===== src/rtl/mem_access_unit.sv =====
// ---------------------------------------------------------------------------
// mem_access_unit
//   CPU-side initiator for the 32-bit single-port data RAM. Accepts byte-
//   addressed RV32 load/store requests and turns them into word accesses:
//   lane selection, sign/zero extension, alignment/range checking and the
//   one-cycle RAM read latency. The RAM byteMask only encodes access size
//   anchored at lane 0, so sub-word stores at a nonzero offset are done as a
//   read-modify-write of the whole word.
//
// Ports
//   clk, reset        clock; synchronous active-low reset
//   req_valid/ready   request handshake (ready only while idle)
//   req_write         1 = store, 0 = load
//   req_funct3        RV32 size/sign code (LB/LH/LW/LBU/LHU, SB/SH/SW)
//   req_addr          byte address
//   req_wdata         store data, right-justified
//   resp_valid        one-cycle completion pulse
//   resp_err          misaligned / illegal funct3 / out of range
//   resp_rdata        extended load data (0 for stores and errors)
//   memAddress        word index into the RAM
//   memWriteData      RAM write data
//   memWrite          RAM write strobe
//   byteMask          RAM size code: 0001 byte, 0011 half, 1111 word
//   memReadData       RAM read data, valid the cycle after memAddress
// ---------------------------------------------------------------------------
module mem_access_unit #(
  parameter int unsigned MEM_WORDS = 32768
) (
  input  logic        clk,
  input  logic        reset,
  input  logic        req_valid,
  output logic        req_ready,
  input  logic        req_write,
  input  logic [2:0]  req_funct3,
  input  logic [31:0] req_addr,
  input  logic [31:0] req_wdata,
  output logic        resp_valid,
  output logic        resp_err,
  output logic [31:0] resp_rdata,
  output logic [31:0] memAddress,
  output logic [31:0] memWriteData,
  output logic        memWrite,
  output logic [3:0]  byteMask,
  input  logic [31:0] memReadData
);

  typedef enum logic [2:0] {
    IDLE,
    RD_ADDR,
    RD_DATA,
    WRITE,
    RESP
  } state_t;

  state_t      state_q, state_d;
  logic        write_q, write_d;
  logic [2:0]  funct3_q, funct3_d;
  logic [31:0] addr_q, addr_d;
  logic        err_q, err_d;
  logic [31:0] wdata_q, wdata_d;   // store data, later replaced by the merged RMW word
  logic [3:0]  mask_q, mask_d;
  logic [31:0] rdata_q, rdata_d;

  // Request decode (only used to compute what gets latched on accept)
  logic        f3_ok;
  logic        misaligned;
  logic        out_of_range;
  logic        req_err;
  logic        req_rmw;
  logic [3:0]  req_size_mask;

  always_comb begin
    if (req_write) begin
      f3_ok = (req_funct3 == 3'b000) || (req_funct3 == 3'b001) || (req_funct3 == 3'b010);
    end else begin
      f3_ok = (req_funct3 == 3'b000) || (req_funct3 == 3'b001) || (req_funct3 == 3'b010) ||
              (req_funct3 == 3'b100) || (req_funct3 == 3'b101);
    end
    misaligned   = ((req_funct3[1:0] == 2'b01) && req_addr[0]) ||
                   ((req_funct3[1:0] == 2'b10) && (req_addr[1:0] != 2'b00));
    out_of_range = {2'b00, req_addr[31:2]} >= MEM_WORDS;
    req_err      = !f3_ok || misaligned || out_of_range;
    // For a legal store a nonzero offset can only be SB@1/2/3 or SH@2.
    req_rmw      = req_write && (req_addr[1:0] != 2'b00);
    case (req_funct3[1:0])
      2'b00:   req_size_mask = 4'b0001;
      2'b01:   req_size_mask = 4'b0011;
      default: req_size_mask = 4'b1111;
    endcase
  end

  // Read-data lane handling
  logic [7:0]  rd_byte;
  logic [15:0] rd_half;
  logic [31:0] load_ext;
  logic [31:0] merged;

  always_comb begin
    rd_byte = memReadData[{addr_q[1:0], 3'b000} +: 8];
    rd_half = addr_q[1] ? memReadData[31:16] : memReadData[15:0];
    case (funct3_q)
      3'b000:  load_ext = {{24{rd_byte[7]}}, rd_byte};
      3'b001:  load_ext = {{16{rd_half[15]}}, rd_half};
      3'b100:  load_ext = {24'h000000, rd_byte};
      3'b101:  load_ext = {16'h0000, rd_half};
      default: load_ext = memReadData;
    endcase
    merged = memReadData;
    if (funct3_q[1:0] == 2'b00) begin
      merged[{addr_q[1:0], 3'b000} +: 8] = wdata_q[7:0];
    end else begin
      merged[{addr_q[1], 4'b0000} +: 16] = wdata_q[15:0];
    end
  end

  always_comb begin
    state_d  = state_q;
    write_d  = write_q;
    funct3_d = funct3_q;
    addr_d   = addr_q;
    err_d    = err_q;
    wdata_d  = wdata_q;
    mask_d   = mask_q;
    rdata_d  = rdata_q;
    case (state_q)
      IDLE: begin
        if (req_valid) begin
          write_d  = req_write;
          funct3_d = req_funct3;
          addr_d   = req_addr;
          err_d    = req_err;
          wdata_d  = req_wdata;
          rdata_d  = '0;
          mask_d   = (req_write && !req_rmw && !req_err) ? req_size_mask : 4'b1111;
          if (req_err) begin
            state_d = RESP;
          end else if (!req_write || req_rmw) begin
            state_d = RD_ADDR;
          end else begin
            state_d = WRITE;
          end
        end
      end
      RD_ADDR: state_d = RD_DATA;
      RD_DATA: begin
        if (write_q) begin
          wdata_d = merged;
          mask_d  = 4'b1111;
          state_d = WRITE;
        end else begin
          rdata_d = load_ext;
          state_d = RESP;
        end
      end
      WRITE:   state_d = RESP;
      RESP:    state_d = IDLE;
      default: state_d = IDLE;
    endcase
  end

  always_ff @(posedge clk) begin
    if (!reset) begin
      state_q  <= IDLE;
      write_q  <= 1'b0;
      funct3_q <= '0;
      addr_q   <= '0;
      err_q    <= 1'b0;
      wdata_q  <= '0;
      mask_q   <= '1;
      rdata_q  <= '0;
    end else begin
      state_q  <= state_d;
      write_q  <= write_d;
      funct3_q <= funct3_d;
      addr_q   <= addr_d;
      err_q    <= err_d;
      wdata_q  <= wdata_d;
      mask_q   <= mask_d;
      rdata_q  <= rdata_d;
    end
  end

  assign req_ready    = (state_q == IDLE);
  assign resp_valid   = (state_q == RESP);
  assign resp_err     = (state_q == RESP) && err_q;
  assign resp_rdata   = rdata_q;
  assign memAddress   = {2'b00, addr_q[31:2]};
  assign memWriteData = wdata_q;
  assign memWrite     = (state_q == WRITE);
  assign byteMask     = mask_q;

endmodule

===== config.mk =====
export PLATFORM = sky130hd
export DESIGN_NAME = mem_access_unit
export DESIGN_NICKNAME = d
export VERILOG_FILES = /design/src/rtl/mem_access_unit.sv
export SDC_FILE = /design/constraint.sdc
export NUM_CORES = 1
export LEC_CHECK = 0
export ABC_AREA = 1
export CORE_ASPECT_RATIO = 0.6
export CORE_UTILIZATION = 46
export DETAILED_ROUTE_END_ITERATION = 6
export GPL_TIMING_DRIVEN = 0
export HOLD_SLACK_MARGIN = 0.06
export PLACE_DENSITY = 0.81
export SKIP_CTS_REPAIR_TIMING = 1
export SLEW_MARGIN = 30
export SYNTH_ARGS = -nofsm -noshare
export SYNTH_HDL_FRONTEND = slang
export SYNTH_SLANG_ARGS = --single-unit

===== constraint.sdc =====
create_clock -name clk -period 2.3 [get_ports clk]
set_input_delay 0.23 -clock clk [delete_from_list [all_inputs] [get_ports clk]]
set_output_delay 0.23 -clock clk [all_outputs]
set_load 0.02 [all_outputs]

==> results of run 1 <==
==> final cells by class <==
cell class,count,area [um^2],share of cell area
multi-input cells,656,3064,0.3589
flip-flops and latches,106,2122,0.2486
repair buffers,208,2069,0.2424
plain buffers,83,486.7,0.05701
inverters,75,287.8,0.03371
clock buffers,9,225.2,0.02638
well taps,165,206.4,0.02418
clock inverters,6,75.07,0.008794
==> routing by layer <==
layer / up-vias / routed length, um
met3: 26 / 2894
met2: 388 / 8792
li1: 3387 / -
met1: 3226 / 11230
met5: - / 0
met4: 0 / 209
==> metrics by stage <==
step           hold slack, ns    util
5_1_grt                0.4523  0.6921
4_1_cts                0.4360  0.6884
3_5_place_dp           0.4558  0.6640
2_1_floorplan          0.3649       -
3_3_place_gp           0.4550  0.6640
6_report               0.4487  0.6921
==> critical path, delay by kind of cell, from the launching register on <==
kind	cells	cell delay [ns]
AND/OR/NAND/NOR	2	0.30
adder cells (fa/ha/maj)	1	0.38
buffers and inverters	3	0.55
flip-flops	1	0.38
AO/OA/AOI/OAI	3	0.47
==> sequential cells by signal (all words and copies together) (netlist names) <==
signal	cells
addr_q	32
state_q	3
byteMask	2
funct3_q	3
resp_rdata	32
err_q	1
write_q	1
memWriteData	32
==> Yosys cell counts, drive strengths merged, types with 2 or more instances <==
library cell	number	area share
o211ai	10	0.013
o2111ai	4	0.0059
nand2	204	0.14
ha	5	0.011
clkbuf	24	0.015
a22oi	9	0.011
a21oi	69	0.058
inv	75	0.048
nand4	9	0.0095
buf	60	0.067
nand3	30	0.025
o21bai	7	0.0088
o22ai	3	0.0032
nor3	5	0.0042
dfxtp	106	0.36
nor2	161	0.11
conb	2	0.0013
o21ai	130	0.11
==> power by group through the flow <==
stage,clock [mW],sequential (mW),combinational (mW)
finish,1.61,2.04,1.35
global route,1.68,2.06,1.45
global placement,0,2.08,1.29
detailed placement,0,2.08,1.31
CTS,1.62,2.04,1.31
floorplan,0,2.12,0.641
==> worst paths after layout <==
kind                            to  slack (ns)  depth (start not counted)
hold / removal          addr_q[17]        0.45                          3
hold reg to reg     resp_rdata[29]        0.47                          2
setup reg to reg  memWriteData[12]        0.11                          9
setup / recovery  memWriteData[12]        0.11                          9
==> kinds of logic after synthesis <==
kind of cell,count (synthesis),synth area share
buffers and inverters,159,0.1296
adder cells (fa/ha/maj),5,0.01052
AND/OR/NAND/NOR,413,0.2875
flip-flops,106,0.3568
other,2,0.001263
multiplexers,1,0.001683
AO/OA/AOI/OAI,234,0.2127
==> metrics.csv, run 1 <==
stage,metric,value,unit
floorplan,ioPinCount,207,
global_routing,grt_use_met1,0.5451,
floorplan,std_cell_rows,31,
sta,hold_viol,0,
cts,insertion_delay,0.36,ns
detailed_routing,wl_per_cell,17.68,um
cts,path_clk_slew,0.08,ns
detailed_routing,detail_route.vias_per_cell,5.372,
sta,finalSetupViolCount,0,
yosys,yosysWarnings,0,
cts,cts_tree,done,
sta,layout_setup_ws,0.1117,ns
yosys,synth_seq_area_share,0.3568,
yosys,netlist_area,0.005948,mm^2
yosys,netlist_instances,920,
cts,clockRootBuffer,clkbuf_16,
cts,max-clock-path-buffers,2,
placement,dpl-instance-area,0.008190,mm^2
detailed_routing,dr.pass1.iters,6,
sta,final.min_clock_period,2.188,ns
critical_path,cp.arrival,2.43,ns
detailed_routing,drtIter0Drc,790,
hold_path,worstHoldPathType,primary input to register,
pwr,p_seq_frac,0.409,
pwr,pwr-share-comb,0.270,
placement,preCtsSetupSlack,-0.1068,ns
global_routing,grtUsageMet3,0.09746,
global_routing,met2_usage,0.4494,
final_layout,final_nets,1247,
final_layout,final_common_cell,clkdlybuf4s50_1,
critical_path,startpoint,addr_q[0],
sta,finalSetupTns,0,ns
global_routing,grt-busiest-layer,met1,
status,outcome,"complete, no violations",
critical_path,critPathLaunchType,register,
floorplan,initial_core_util,0.4822,
critical_path,end_kind,register,
placement,portBuffers,203,
yosys,ys_types,36,
sta,fin_skew,0.008261,ns
placement,dp_hpwl,18.26,mm
detailed_routing,drt-total-wl,23.12,mm
sta,post-route-period-util,0.9515,
pwr,swShare,0.3193,
global_routing,grt_overflow_total,0,
critical_path,required,2.54,ns
final_layout,drive_above_1_share,0.09274,
floorplan,die_h,90.08,um
cts,cts_sinks,106,
critical_path,path_cells,clkbuf_4 -> clkinvlp_4 -> ha_1 -> nand2_1 -> inv_1 -> nand2_1 -> o21ai_0 -> a21oi_1 -> a21oi_1,
placement,place.gp.congestion,0.9976,
detailed_routing,drtAntennaViolNets,0,
yosys,synth_flop_cell,dfxtp_1,
hold_path,holdCritStartpoint,req_addr[17],
flow_run,maxCapViolations,0,
pwr,ir_drop,399.1,uV
yosys,async_flop_share,0,
global_routing,grt_pass1_wl,35.29,mm
sta,max_slew.worst_pin.slew,0.7053,ns
sta,relSlewSlack,0.5298,
pwr,p_sw,1.597,mW
critical_path,r2r_start,addr_q[0],
pwr,finalPower,5.002,mW
final_layout,mostFrequentLayoutCells,"203 x clkdlybuf4s50_1, 195 x nand2_1, 155 x nor2_1",
final_layout,fin_area,0.008537,mm^2
critical_path,critPathSlowestCell,dfxtp_1,
yosys,syn_avg_cell_area,6.465,um^2
yosys,yosys_register_bits,106,
critical_path,worst_path_largest_cell_delay,0.38,ns
pwr,pwr-share-clk,0.322,
global_routing,grt_pass1_vias,6347,
detailed_routing,vias,7027,
floorplan,die-area,0.01340,mm^2
pwr,power_density,586.0,mW/mm^2
pwr,p_leak,3.611,nW
cts,cts_buffers,9,
sta,fmax,457.0,MHz
final_layout,final_cells,1308,
final_layout,fillers,1115,
floorplan,die_w,148.8,um
global_routing,globalRouteTotalUtil,0.3436,
critical_path,critPathKind,register to register,
global_routing,antenna_found_initial,0,
final_layout,areaGrowthSynthToFinish,43.52,%
global_routing,grt_max_degree,19,
pwr,internal_power,3.405,mW
final_layout,diodes,0,
critical_path,worstPathMaxFanout,9,
detailed_routing,drc,0,
yosys,synth_edf_count,0,
cts,cts_max_level,3,
placement,placed_cells,1289,
floorplan,coreArea,0.01233,mm^2
sta,drv_slew,0,
Power figures use the tool's default switching activity.
==> run 2, diff against run 1 <==
- CELL_PAD_IN_SITES_DETAIL_PLACEMENT: unset -> 0
- CELL_PAD_IN_SITES_GLOBAL_PLACEMENT: unset -> 1
- CORE_UTILIZATION: 46 -> 31
- GPL_ROUTABILITY_DRIVEN: unset -> 0
- PLACE_DENSITY: 0.81 -> unset
- PLACE_DENSITY_LB_ADDON: unset -> 0.1
==> run 2 against run 1 <==
Effect of this change: clock power down 6%; final cell count up 5.7%; largest cell class unchanged; cell area up 0.66%; worst hold slack worse by 0.014 ns.
==> metrics.csv, run 2 (synthesized netlist as in run 1, its figures left out) <==
stage,metric,value,unit
placement,preCtsSetupSlack,-0.2382,ns
flow_run,maxCapViolations,0,
detailed_routing,drtAntennaViolNets,0,
floorplan,std_cell_rows,38,
critical_path,timing.critical_path.mode_cell,inv_1,
global_routing,grt_max_degree,18,
sta,fmax,463.8,MHz
detailed_routing,wl_met3,2.291,mm
floorplan,die_h,109.3,um
critical_path,critPathLaunchType,register,
pwr,p_seq_frac,0.416,
cts,path_clk_slew,0.08,ns
detailed_routing,wl_per_cell,17.99,um
floorplan,coreArea,0.01840,mm^2
sta,drv_slew,0,
placement,placed_cells,1364,
critical_path,end_kind,register,
critical_path,critPathSlowestCell,dfxtp_1,
critical_path,critPathKind,register to register,
status,outcome,"complete, no violations",
sta,max_slew.worst_pin.slew,0.7723,ns
global_routing,grt_pass1_wl,37.23,mm
floorplan,die_w,180.8,um
critical_path,worst_path_largest_cell_delay,0.36,ns
pwr,power_density,571.9,mW/mm^2
cts,cts_tree,done,
cts,insertion_delay,0.36,ns
hold_path,worstHoldPathType,primary input to register,
pwr,p_sw,1.628,mW
floorplan,initial_core_util,0.3233,
pwr,swShare,0.3312,
pwr,ir_drop,325.5,uV
global_routing,grt_overflow_total,0,
final_layout,diodes,0,
final_layout,mostFrequentLayoutCells,"203 x clkdlybuf4s50_1, 195 x nand2_1, 154 x nor2_1",
sta,layout_setup_ws,0.1439,ns
final_layout,areaGrowthSynthToFinish,44.47,%
detailed_routing,top_layer,met4,
detailed_routing,drtIter0Drc,858,
sta,fin_skew,0.01210,ns
detailed_routing,drc,0,
pwr,p_leak,3.584,nW
cts,cts_max_level,3,
final_layout,drive_above_1_share,0.09282,
detailed_routing,dr.pass1.iters,6,
cts,clockRootBuffer,clkbuf_16,
sta,final.min_clock_period,2.156,ns
detailed_routing,wl_met1,13.30,mm
final_layout,final_cells,1382,
critical_path,required,2.61,ns
placement,dp_hpwl,19.64,mm
detailed_routing,vias,6794,
sta,relSlewSlack,0.4832,
sta,finalSetupViolCount,0,
critical_path,cp.arrival,2.47,ns
cts,max-clock-path-buffers,2,
global_routing,grt_pass1_vias,6128,
detailed_routing,drt-total-wl,24.86,mm
cts,cts_buffers,9,
critical_path,worstPathMaxFanout,10,
global_routing,antenna_found_initial,0,
critical_path,path_cells,buf_2 -> clkinvlp_4 -> ha_1 -> inv_1 -> clkbuf_2 -> nand2_1 -> nor2_1 -> a21oi_1 -> o21ai_0 -> o21bai_1 -> inv_1,
pwr,finalPower,4.915,mW
placement,portBuffers,203,
final_layout,final_common_cell,clkdlybuf4s50_1,
floorplan,ioPinCount,207,
detailed_routing,met2WireLength,9.092,mm
floorplan,die-area,0.01976,mm^2
sta,post-route-period-util,0.9374,
detailed_routing,detail_route.vias_per_cell,4.916,
pwr,internal_power,3.287,mW
sta,hold_viol,0,
cts,cts_sinks,106,
final_layout,final_nets,1246,
global_routing,globalRouteTotalUtil,0.2530,
pwr,pwr-share-comb,0.277,
pwr,pwr-share-clk,0.307,
run 2: final cells by class:
type                       count  area [um^2]
clock buffer                  10        229.0
fill                        1996         9807
buffer                        83        484.2
multi-input combinational    656         3067
inverter                      75        287.8
clock inverter                 5        40.04
timing repair buffer         207         2062
sequential                   106         2123
tap                          240        300.3
run 2: power groups by stage:
stage | Combinational, mW | Sequential [mW] | Clock, mW
6_report | 1.36 | 2.04 | 1.51
5_1_grt | 1.47 | 2.06 | 1.60
3_3_place_gp | 1.33 | 2.08 | 0
2_1_floorplan | 0.641 | 2.12 | 0
4_1_cts | 1.34 | 2.04 | 1.54
3_5_place_dp | 1.33 | 2.08 | 0
run 2: worst paths after layout:
check                 start               end  slack (ns)  depth (start not counted)
min reg2reg  resp_rdata[26]    resp_rdata[26]        0.47                          2
max               addr_q[0]  memWriteData[17]        0.14                         11
max reg2reg       addr_q[0]  memWriteData[17]        0.14                         11
min            req_addr[17]        addr_q[17]        0.44                          3
run 2: per-layer routing:
layer | global-route usage | vias to the layer above
met3 | 0.06327 | 11
met2 | 0.3290 | 301
met5 | 0 | -
li1 | - | 3398
met1 | 0.4042 | 3084
met4 | 0.04396 | 0
run 2: critical path: cells and delay by family (launching register included):
family	cells	cell delay (ns)
AOI/OAI and AO/OA	3	0.44
buffers and inverters	5	0.87
adders and majority gates	1	0.26
and+or+nand+nor	2	0.18
DFF	1	0.36
run 2: metrics by stage:
stage | hold slack, ns | setup TNS (ns) | util | instance area [um^2]
finish | 0.4351 | 0 | 0.4670 | 8593
detailed placement | 0.4584 | -3.581 | 0.4502 | 8284
CTS | 0.4292 | -4.201 | 0.4648 | 8553
global route | 0.4377 | -0.007683 | 0.4670 | 8593
global placement | 0.4585 | -3.202 | 0.4502 | 8284
floorplan | 0.3649 | 0 | - | 5952
==> run 3, diff against run 2 <==
- SLEW_MARGIN: 30 -> unset
==> results of run 3 <==
Final layout, timing and power as in run 2 (identical DEF).
==> variant 1 (config.mk and constraints of run 2) <==
`addr_q`, `wdata_q` and `rdata_q` no longer have a reset.
--- a/src/rtl/mem_access_unit.sv
+++ b/src/rtl/mem_access_unit.sv
@@ -165,7 +165,4 @@
       funct3_q <= '0;
-      addr_q   <= '0;
       err_q    <= 1'b0;
-      wdata_q  <= '0;
       mask_q   <= '1;
-      rdata_q  <= '0;
     end else begin
@@ -174,8 +171,11 @@
       funct3_q <= funct3_d;
-      addr_q   <= addr_d;
       err_q    <= err_d;
-      wdata_q  <= wdata_d;
       mask_q   <= mask_d;
-      rdata_q  <= rdata_d;
     end
+  end
+
+  always_ff @(posedge clk) begin
+    addr_q  <= addr_d;
+    wdata_q <= wdata_d;
+    rdata_q <= rdata_d;
   end
Check against the original RTL: not equivalent (Yosys sat finds a counterexample within 4 cycles, from zero or initial values and one cycle with reset low).
==> variant 1 against run 2 <==
Area after synthesis fell by 4.0%; fmax fell by 2.6%; wire length fell by 19%; count of clock-buffer cells in the layout fell by 1; synthesized cell count fell by 32%; clock skew fell by 0.0044 ns; sequential cell count did not move; final area fell by 1.5%; total power rose by 3.9%; setup slack got worse by 0.058 ns.
==> variant 1: results (changes against run 2) <==
status finished, final reports clean; logic gate share of total power 0.218 (-0.059); met3 Use GR 0.0475 (-0.0157); nets 954 (-23%); DP Area 8090 um^2 (-2.4%); VDD IR max 0.352 mV (+8.0%); Post-Layout Cell Count 1091 (-21%); Clock Power Share 0.336 (+0.029); Seq area share 0.364 (+0.117); # clk buffers 9 (-1); sequential element share of the synthesized area 0.540 (+0.183); max incr delay on CP 0.50 ns (+0.14 ns); critical path peak fanout 21 (+11); met1 usage 0.343 (-0.0607); non-clock buffer count in the final layout 269 (-7.2%); full die area 19000 um^2 (-4.0%); final WL 20.2 mm (-19%); Final Skew 0.00772 ns (-0.00438 ns); comb_multi_in 391 (-40%); top cells by area, synth edfxtp_1 50%, nand2_1 8.5%, buf_4 4.7%; Adder-Cell Fraction of Synth Area 0.0110 (+0.000440); Post-synth EDFFs 96 (+96); mux contribution to synthesized area 0 (-0.00168); multi-input gate share of total cell area 0.237 (-0.120); Inverters 69 (-8.0%); grt met2 use 0.295 (-0.0344); PD cells 603 nW/um^2 (+5.4%); fill cell count 1749 (-12%); Data arrival, critical path 2.29 ns (-0.18 ns); pre-CTS WS -0.452 ns (-0.214 ns); Psw 0.00141 W (-13%); Commonest cells post-synth 129 x nand2_1, 96 x edfxtp_1, 63 x inv_1, 52 x o21ai_0, 43 x nor2_1
variant 1: cell count changes in the layout (fill, tap and decap cells not counted), sizes merged, moves of 14 or more:
cell / delta
o21ai: -72
a21oi: -34
o211ai: +16
clkbuf: -14
nand2: -74
nor2: -114
edfxtp: +96
dfxtp: -96
variant 1: logic make-up after synthesis:
logic type / after synthesis
and+or+nand+nor: 225
AOI/OAI and AO/OA: 158
buffers and inverters: 133
DFF: 106
adders and majority gates: 5
other: 2
variant 1: path summary, 6_finish.rpt:
check	startpoint	slack [ns]	to	depth (start not counted)
max reg2reg	addr_q[1]	0.09	memWriteData[24]	9
max	addr_q[1]	0.09	memWriteData[24]	9
min	req_addr[4]	0.43	addr_q[4]	1
min reg2reg	byteMask[1]	0.53	byteMask[1]	2
variant 1: worst max-delay path: cells and delay by family (launching register included):
kind / cells / cell delay [ns]
compound gates: 2 / 0.40
fa+ha+maj: 1 / 0.23
buf+inv: 4 / 0.62
flops: 1 / 0.50
simple gates: 2 / 0.17
==> variant 2 (settings of run 2) <==
Without the edit above. `MEM_WORDS`: 32768 -> 16384.
--- a/src/rtl/mem_access_unit.sv
+++ b/src/rtl/mem_access_unit.sv
@@ -26,3 +26,3 @@
 module mem_access_unit #(
-  parameter int unsigned MEM_WORDS = 32768
+  parameter int unsigned MEM_WORDS = 16384
 ) (
Check against the original RTL: not equivalent (a bounded check fails within 4 cycles, from zero or initial values and one cycle with reset low).
==> variant 2 against run 2 <==
Wire length decreased by 2.1%; final area fell by 0.33%; setup slack worse by 0.090 ns; first-iteration DRC count is 42% lower; clock skew rose by 0.0058 ns; combinational power is 13% lower; fmax down 4.0%; area after synthesis down 0.76%; total power is 3.9% lower; sequential cell count did not move; count of clock-buffer cells in the layout is 1 higher.
==> variant 2: results (changes against run 2) <==
Data arrival, critical path 2.55 ns (+0.08 ns); routed vias/inst 4.96 (+0.99%); Yosys cell types 39 (+8.3%); placed cell count 1342 (-1.6%); Detailed Place HPWL 19.5 mm (-0.87%); first-pass GRT wire length 36.2 mm (-2.8%); Hold Path End addr_q[3]; VDD IR max 0.378 mV (+16%); fin crit share 0.977 (+0.0393); top cells by area, synth dfxtp_1 36%, nand2_1 16%, o21ai_0 8.7%; vias in the first global route 6120 (-0.13%); layout cells sized above 1 0.0962 (+0.00335); Slew Limit Headroom 0.527 (+0.0438); largest net degree at the start of global routing 19 (+1); Post-Layout Cell Count 1363 (-1.4%); CP endpoint memWriteData[29]; met1 usage 0.391 (-0.0131); DP Area 8230 um^2 (-0.66%); worst hold stages 3 (unchanged); nets 1226 (-1.6%); Final Skew 0.0179 ns (+0.00584 ns); status finished, final reports clean; DRT iter0 DRCs 498 (-42%); reg-to-reg slack, setup 0.05 ns (-0.09 ns); number of diodes 0 (unchanged); reg2reg path depth 11 (unchanged); IO Port Bufs 202 (-0.49%); sequential element share of the synthesized area 0.359 (+0.00272); Commonest cells post-synth 253 x nand2_1, 106 x dfxtp_1, 103 x o21ai_0, 98 x a21oi_1, 82 x nor2_1; Worst Hold Launch req_addr[3]; final WL 24.3 mm (-2.1%); gr usage total 0.247 (-0.00631); average size of a mapped cell 6.57 um^2 (+1.6%); met3 Use GR 0.0765 (+0.0132); Net Sw Frac 0.322 (-0.00958); max incr delay on CP approximately 0.37 ns; Pleak 3.49 nW (-2.7%)
variant 2: through the flow:
step / hold slack [ns] / setup WS, ns
after floorplan: 0.373 / 0.438
after global placement: 0.453 / -0.271
after detailed placement: 0.456 / -0.246
after CTS: 0.425 / -0.271
after global routing: 0.441 / -0.00585
final: 0.428 / 0.0535
variant 2: power by group through the flow:
stage | combinational [W] | sequential, W | clock (W)
2_1_floorplan | 0.000538 | 0.00208 | 0
5_1_grt | 0.00127 | 0.00201 | 0.00164
3_5_place_dp | 0.00114 | 0.00204 | 0
4_1_cts | 0.00115 | 0.00200 | 0.00157
3_3_place_gp | 0.00115 | 0.00204 | 0
6_report | 0.00118 | 0.00200 | 0.00155
variant 2: cells by family after synthesis:
| group | count (synthesis) | share of synthesized area |
|---|---|---|
| other | 2 | 0.00127 |
| AOI/OAI and AO/OA | 243 | 0.226 |
| buffers and inverters | 150 | 0.127 |
| DFF | 106 | 0.359 |
| and+or+nand+nor | 393 | 0.276 |
| adders and majority gates | 5 | 0.0106 |
variant 2: per-layer routing:
layer / routed length (um) / vias to the layer above / share of wire
li1: - / 3344 / -
met1: 13000 / 3124 / 0.54
met2: 8860 / 293 / 0.36
met3: 2350 / 6 / 0.097
met4: 87 / 0 / 0.0036
met5: 0 / - / 0
variant 2: final cells by class:
cell class | instances | area (um^2) | share of cell area
multi-input combinational | 644 | 3040 | 0.355
sequential | 106 | 2120 | 0.248
timing repair buffer | 207 | 2060 | 0.240
buffer | 86 | 510 | 0.0596
tap | 240 | 300 | 0.0351
inverter | 64 | 249 | 0.0291
clock buffer | 11 | 233 | 0.0272
clock inverter | 5 | 46.3 | 0.00541
